<file path="src/rtl/readout_pkg.sv">
// Shared definitions for the readout sequencer and the instruction decoder.
package readout_pkg;

    // Sequencer states.
    typedef enum logic [2:0] {
        ST_IDLE    = 3'd0,
        ST_ACQUIRE = 3'd1,
        ST_HOLD    = 3'd2,
        ST_FETCH   = 3'd3,
        ST_LATCH   = 3'd4,
        ST_PRESENT = 3'd5
    } state_t;

    // Instruction codes written into the instruction register.
    localparam logic [1:0] INST_RST     = 2'd1;
    localparam logic [1:0] INST_READOUT = 2'd2;
    localparam logic [1:0] INST_START   = 2'd3;

    // Width of a channel index; a single channel still needs one bit.
    function automatic int ch_width(input int num_ch);
        return (num_ch > 1) ? $clog2(num_ch) : 1;
    endfunction

endpackage

</file>
<file path="src/rtl/pulse_sync.sv">
// Brings an asynchronous instruction pulse into clk and emits a single
// registered one-cycle pulse on its rising edge.
module pulse_sync #(
    parameter int SYNC_STAGES = 2
) (
    input  logic clk,
    input  logic rstn,
    input  logic async_in,
    output logic pulse
);

    logic [SYNC_STAGES-1:0] sync_q;
    logic                   level_q;

    // Synchronizer chain, delayed copy of its output, and registered edge pulse.
    always_ff @(posedge clk or negedge rstn) begin
        if (!rstn) begin
            sync_q  <= '0;
            level_q <= 1'b0;
            pulse   <= 1'b0;
        end else begin
            sync_q[0] <= async_in;
            for (int i = 1; i < SYNC_STAGES; i++) begin
                sync_q[i] <= sync_q[i-1];
            end
            level_q <= sync_q[SYNC_STAGES-1];
            pulse   <= sync_q[SYNC_STAGES-1] & ~level_q;
        end
    end

endmodule

</file>
<file path="src/rtl/readout_sequencer.sv">
// Acquisition / readout sequencer: circular write pointer while sampling,
// stop-address capture, then channel-by-channel readout of the sample memory
// oldest-sample-first over a valid/ready stream.
//
// Output stream handshake: a word transfers on a clock edge where out_valid
// and out_ready are both high. Once out_valid rises, out_data and out_last
// hold steady until that transfer; only a soft reset (inst_rst) or rstn can
// withdraw out_valid early.
module readout_sequencer
    import readout_pkg::*;
#(
    parameter int NUM_CH      = 8,
    parameter int SAMPLES     = 256,
    parameter int DATA_W      = 12,
    parameter int SYNC_STAGES = 2
) (
    input  logic                          clk,
    input  logic                          rstn,
    input  logic                          inst_rst,
    input  logic                          inst_start,
    input  logic                          inst_readout,
    input  logic                          trigger,
    output logic                          sample_en,
    output logic [$clog2(SAMPLES)-1:0]    wr_addr,
    output logic [$clog2(SAMPLES)-1:0]    stop_addr,
    output logic                          ram_re,
    output logic [ch_width(NUM_CH)-1:0]   ram_ch,
    output logic [$clog2(SAMPLES)-1:0]    ram_addr,
    input  logic [DATA_W-1:0]             ram_rdata,
    output logic                          out_valid,
    input  logic                          out_ready,
    output logic [DATA_W-1:0]             out_data,
    output logic                          out_last,
    output logic                          busy,
    output state_t                        fsm_state
);

    localparam int AW = $clog2(SAMPLES);
    localparam int CW = ch_width(NUM_CH);
    localparam logic [AW-1:0] IDX_LAST = AW'(SAMPLES - 1);
    localparam logic [CW-1:0] CH_LAST  = CW'(NUM_CH - 1);

    logic rst_p;
    logic start_p;
    logic rdo_p;

    state_t            state_q, state_d;
    logic [AW-1:0]     wr_q, wr_d;
    logic [AW-1:0]     stop_q, stop_d;
    logic [AW-1:0]     idx_q, idx_d;
    logic [CW-1:0]     ch_q, ch_d;
    logic [DATA_W-1:0] data_q, data_d;
    logic              busy_q;
    logic              is_last;

    pulse_sync #(.SYNC_STAGES(SYNC_STAGES)) u_sync_rst (
        .clk      (clk),
        .rstn     (rstn),
        .async_in (inst_rst),
        .pulse    (rst_p)
    );

    pulse_sync #(.SYNC_STAGES(SYNC_STAGES)) u_sync_start (
        .clk      (clk),
        .rstn     (rstn),
        .async_in (inst_start),
        .pulse    (start_p)
    );

    pulse_sync #(.SYNC_STAGES(SYNC_STAGES)) u_sync_rdo (
        .clk      (clk),
        .rstn     (rstn),
        .async_in (inst_readout),
        .pulse    (rdo_p)
    );

    assign is_last = (ch_q == CH_LAST) && (idx_q == IDX_LAST);

    // State, counters and output word register.
    always_ff @(posedge clk or negedge rstn) begin
        if (!rstn) begin
            state_q <= ST_IDLE;
            wr_q    <= '0;
            stop_q  <= '0;
            idx_q   <= '0;
            ch_q    <= '0;
            data_q  <= '0;
            busy_q  <= 1'b0;
        end else begin
            state_q <= state_d;
            wr_q    <= wr_d;
            stop_q  <= stop_d;
            idx_q   <= idx_d;
            ch_q    <= ch_d;
            data_q  <= data_d;
            busy_q  <= (state_d != ST_IDLE);
        end
    end

    // Next-state and counter updates; soft reset overrides everything, then
    // readout, then start, then trigger.
    always_comb begin
        state_d = state_q;
        wr_d    = wr_q;
        stop_d  = stop_q;
        idx_d   = idx_q;
        ch_d    = ch_q;
        data_d  = data_q;

        if (rst_p) begin
            state_d = ST_IDLE;
            wr_d    = '0;
            stop_d  = '0;
            idx_d   = '0;
            ch_d    = '0;
            data_d  = '0;
        end else begin
            case (state_q)
                ST_IDLE: begin
                    if (start_p) begin
                        state_d = ST_ACQUIRE;
                        wr_d    = '0;
                        stop_d  = '0;
                    end
                end
                ST_ACQUIRE: begin
                    // A readout command acts as a forced stop at the current pointer.
                    if (rdo_p || trigger) begin
                        state_d = ST_HOLD;
                        stop_d  = wr_q;
                    end else begin
                        wr_d = wr_q + AW'(1);
                    end
                end
                ST_HOLD: begin
                    if (rdo_p) begin
                        state_d = ST_FETCH;
                        idx_d   = '0;
                        ch_d    = '0;
                    end else if (start_p) begin
                        state_d = ST_ACQUIRE;
                        wr_d    = '0;
                        stop_d  = '0;
                    end
                end
                ST_FETCH: begin
                    state_d = ST_LATCH;
                end
                ST_LATCH: begin
                    // Memory returns data one cycle after the read strobe.
                    data_d  = ram_rdata;
                    state_d = ST_PRESENT;
                end
                ST_PRESENT: begin
                    if (out_ready) begin
                        if (is_last) begin
                            state_d = ST_IDLE;
                        end else if (idx_q == IDX_LAST) begin
                            idx_d   = '0;
                            ch_d    = ch_q + CW'(1);
                            state_d = ST_FETCH;
                        end else begin
                            idx_d   = idx_q + AW'(1);
                            state_d = ST_FETCH;
                        end
                    end
                end
                default: begin
                    state_d = ST_IDLE;
                end
            endcase
        end
    end

    // Outputs decoded from the registered state; read address starts just
    // past the stop sample so the oldest sample comes out first.
    assign sample_en = (state_q == ST_ACQUIRE);
    assign ram_re    = (state_q == ST_FETCH);
    assign ram_ch    = ram_re ? ch_q : '0;
    assign ram_addr  = ram_re ? (stop_q + AW'(1) + idx_q) : '0;
    assign out_valid = (state_q == ST_PRESENT);
    assign out_last  = out_valid && is_last;
    assign out_data  = data_q;
    assign wr_addr   = wr_q;
    assign stop_addr = stop_q;
    assign busy      = busy_q;
    assign fsm_state = state_q;

endmodule

</file>
<file path="config.mk">
export PLATFORM = sky130hd
export DESIGN_NAME = readout_sequencer
export DESIGN_NICKNAME = d
export VERILOG_FILES = /design/src/rtl/readout_pkg.sv /design/src/rtl/pulse_sync.sv /design/src/rtl/readout_sequencer.sv
export SDC_FILE = /design/constraint.sdc
export NUM_CORES = 1
export LEC_CHECK = 0
export ABC_AREA = 1
export BUFFER_PORTS_ARGS = -buffer_cell sky130_fd_sc_hd__buf_2
export CAP_MARGIN = 20
export CORE_MARGIN = 3
export CORE_UTILIZATION = 36
export DETAILED_ROUTE_END_ITERATION = 10
export SYNTH_ARGS = -nofsm -noshare
export SYNTH_HDL_FRONTEND = slang
export SYNTH_SLANG_ARGS = --single-unit
</file>
<file path="constraint.sdc">
create_clock -name clk -period 5.24 [get_ports clk]
set_clock_uncertainty 0.05 [all_clocks]
set_input_delay 0.786 -clock clk [delete_from_list [all_inputs] [get_ports clk]]
set_output_delay 0.786 -clock clk [all_outputs]
set_load 0.05 [all_outputs]
</file>
==> impl_metrics.ini <==
[placed_design]
hpwl_um = 5130
numPortBuffers = 65
dp_cells = 558
gp_congestion = 0.811

[detailed_routing]
detail_route.first_pass.iterations = 4
initialDrtViolationCount = 179
via_count_normalized_by_instance_count = 4.90
via_count = 2772
drcViolationCount = 0
route.detailed.wl_per_inst_um = 12.3
antenna_violating_nets_post_route = 0
wl_um = 6980

[cts]
clkTransAtPathRegs_ns = 0.10
clock_sink_count = 55
postCtsHoldBufs = 0
tritoncts = yes
ctsResizeCount = 0
tritoncts.num_buffers = 5
post-cts-setup-buffers = 0
clock_latency_on_the_worst_skew_pair_ns = 0.31
clock_tree.buffer_depth = 2
cts.root.buffer_cell = clkbuf_8
ctsHtreeMaxLevel = 2

[sta]
final_max_slew_viol_count = 0
fin_setup_tns_ns = 0
timing.final.hold_violations = 0
max_freq_mhz = 331
time_the_worst_path_needs_with_i_o_delays_and_setup_ns = 3.02
setup_viol = 0
grt_setup_unrepaired = no
tightestPinTransition_ns = 0.678
slew_headroom_pct = 54.8
final.period_utilization_pct = 57.7

[final_layout]
mostFrequentLayoutCell = nand2_1
finish.net_count = 494
fillerInstances = 805
antenna_cells_inserted = 0
mostFrequentLayoutCells = nand2_1, buf_2, dfrtp_1
drive_gt1_share_pct = 20.5
layout-area-overhead-vs-synth_pct = 15.9
instances_no_fill = 566

[synth]
count_of_mapped_cells_out_of_synthesis = 399
ys_seq_elements = 55
post_synthesis_cell_type_count = 30
synth.top_cells.by_area = dfrtp_1, nand2_1, nand3_1
yosysWarningCount = 0
synth-compound-area-share_pct = 9.18
synth_simple_gate_area_share_pct = 31.6
combinational_family_with_the_most_area_after_synthesis = simple AND/OR/NAND/NOR gates
synth.top_cell.area_share_pct = 45.1
synth.area.mux_share_pct = 0
summed_instance_area_of_the_synthesized_netlist_um2 = 3050
synth_xor_area_share_pct = 0.287
post_synth_fa_ha_maj_area_fraction_pct = 5.16
synth.yosys.seq_area_share_pct = 45.1
yosys.area.top_type = dfrtp_1
synth_fp_nets = 430
post_synth.cell_area_avg_um2 = 7.65

[setup_path]
critical_path_arrival_ns = 2.19
reg2regPathDepth = 7
crit_path_end_kind = output port
critical_path_class = reg2out
crit_chain = inv_1, ha_1, fa_1, o21ai_0, o21ai_0, a21oi_1, buf_2
crit_top_cell = o21ai_0
rr_endpoint = wr_addr[7]
critical_path_max_stage_delay_ns = 0.42
worst_reg_to_reg_setup_slack_ns = 3.31
worstReg2RegStart = u_sync_rst.pulse
critPathLaunchType = flop
crit_path_start = idx_q[0]
critical_path.max_fanout = 5
slowest_stage = dfrtp_1
required_ns = 4.40

[global_route]
grt.overflow.total = 0
number_of_global_route_vias_before_repair = 2657
first_pass_grt_wire_length_um = 11900
total_grt_usage_pct = 14.7
grt_antenna_before_repair = 0
grt_start_max_net_pins = 56

[power_and_ir_drop]
fin_total_pwr_w = 0.00131
switchingPower_w = 0.000617
p_leak_nw = 1.89
power.share.combinational_pct = 41.2
clkPwrFrac_pct = 17.9
vdd_ir_drop_max_mv = 0.359
internal_power_consumption_w = 0.000690
power-per-cell-area_nw_per_um2 = 369
sw_frac_of_total_pct = 47.2
p_seq_share_pct = 40.9

[floorplan]
fp-row-count = 32
die_x_um = 98.1
chipHeight_um = 98.1
overall_die_area_um2 = 9620
start_util_pct = 38.3
ioPinCount = 66
core_area_um2 = 7970

[worst_hold_path]
holdPathEnd = u_sync_rst.sync_q[1]
min_delay_path_depth = 0
hold_path.startpoint = u_sync_rst.sync_q[0]
hold_path_class = reg2reg

[run_status]
outcome = finished clean

[job]
timing.max_cap.violations = 0
-- per-layer routing --
| metal | global-route usage, % | part of all wire [%] |
|---|---|---|
| met5 | 0 | 0 |
| met4 | 3.62 | 1.3 |
| met3 | 3.79 | 7.5 |
| met2 | 24.2 | 45 |
| met1 | 19.4 | 46 |
-- worst max path at each step --
| stage | endpoint | depth (start not counted) | slack [ns] |
|---|---|---|---|
| finish | ram_addr[4] | 7 | 2.22 |
| global route | ram_addr[4] | 7 | 2.03 |
| CTS | ram_addr[4] | 7 | 2.24 |
| detailed placement | ram_addr[4] | 7 | 2.60 |
| global placement | ram_addr[4] | 7 | 2.62 |
| floorplan | ram_addr[2] | 4 | 1.97 |
-- cell usage after synthesis --
master / number
nand4_1: 13
buf_2: 1
ha_1: 11
nor2_4: 1
o21ai_0: 22
buf_4: 3
xnor2_1: 1
nor2_2: 3
inv_2: 6
clkbuf_1: 3
or2_2: 2
nor3b_1: 1
a21oi_1: 12
nor3_1: 1
o21ai_2: 2
nor2_1: 39
nand3b_1: 1
dfrtp_1: 55
nand3_1: 43
o21a_1: 2
o21ai_1: 14
nand3_2: 3
nand3_4: 1
o21bai_1: 1
nor3_2: 1
nand2_1: 104
nand2_2: 2
inv_1: 48
buf_6: 2
fa_1: 1
-- flip-flops by register name, indices dropped and copies added, names as in the netlist --
register              count
idx_q                     8
u_sync_rdo.sync_q         2
u_sync_start.level_q      1
u_sync_rst.level_q        1
stop_addr                 8
ch_q                      3
u_sync_start.sync_q       2
u_sync_rst.pulse          1
u_sync_rdo.level_q        1
u_sync_start.pulse        1
busy                      1
u_sync_rst.sync_q         2
wr_addr                   8
out_data                 12
fsm_state                 3
u_sync_rdo.pulse          1
-- layout make-up --
cell class | count | area [um2] | share of cell area [%]
Clock buffer | 5 | 68.8 | 1.94
Sequential cell | 55 | 1380 | 38.9
Timing Repair Buffer | 66 | 333 | 9.40
Inverter | 54 | 203 | 5.73
Tap cell | 102 | 128 | 3.61
Clock inverter | 3 | 18.8 | 0.530
Multi-Input combinational cell | 281 | 1410 | 39.9
-- logic make-up after synthesis --
logic type | Yosys count
buffers and inverters | 63
and+or+nand+nor | 215
AOI/OAI and AO/OA | 53
DFF | 55
adders and majority gates | 12
xor gates and xnor gates | 1
-- per-stage QoR --
stage / hold WS [ns] / instance area (um2) / util, % / setup slack (ns)
floorplan: 0.281 / 3050 / - / 1.97
detailed placement: 0.287 / 3450 / 43.3 / 2.60
global route: 0.316 / 3540 / 44.4 / 2.03
CTS: 0.310 / 3540 / 44.4 / 2.24
global placement: 0.282 / 3450 / 43.3 / 2.62
finish: 0.306 / 3540 / 44.4 / 2.22
-- worst max-delay path: cells and delay by family, from the launching register on --
family | cells | cell delay (ns)
AO/OA/AOI/OAI | 3 | 0.46
adder cells (fa/ha/maj) | 2 | 0.63
buffers and inverters | 2 | 0.37
flip-flops | 1 | 0.42
-- power groups by stage --
stage | clock network (W) | registers, W | logic [W]
floorplan | 0 | 0.000714 | 0.000256
finish | 0.000234 | 0.000534 | 0.000539
global route | 0.000260 | 0.000543 | 0.000590
global placement | 0 | 0.000541 | 0.000542
CTS | 0.000247 | 0.000534 | 0.000544
detailed placement | 0 | 0.000540 | 0.000543
Note: power is estimated with default switching activity, not from simulation.
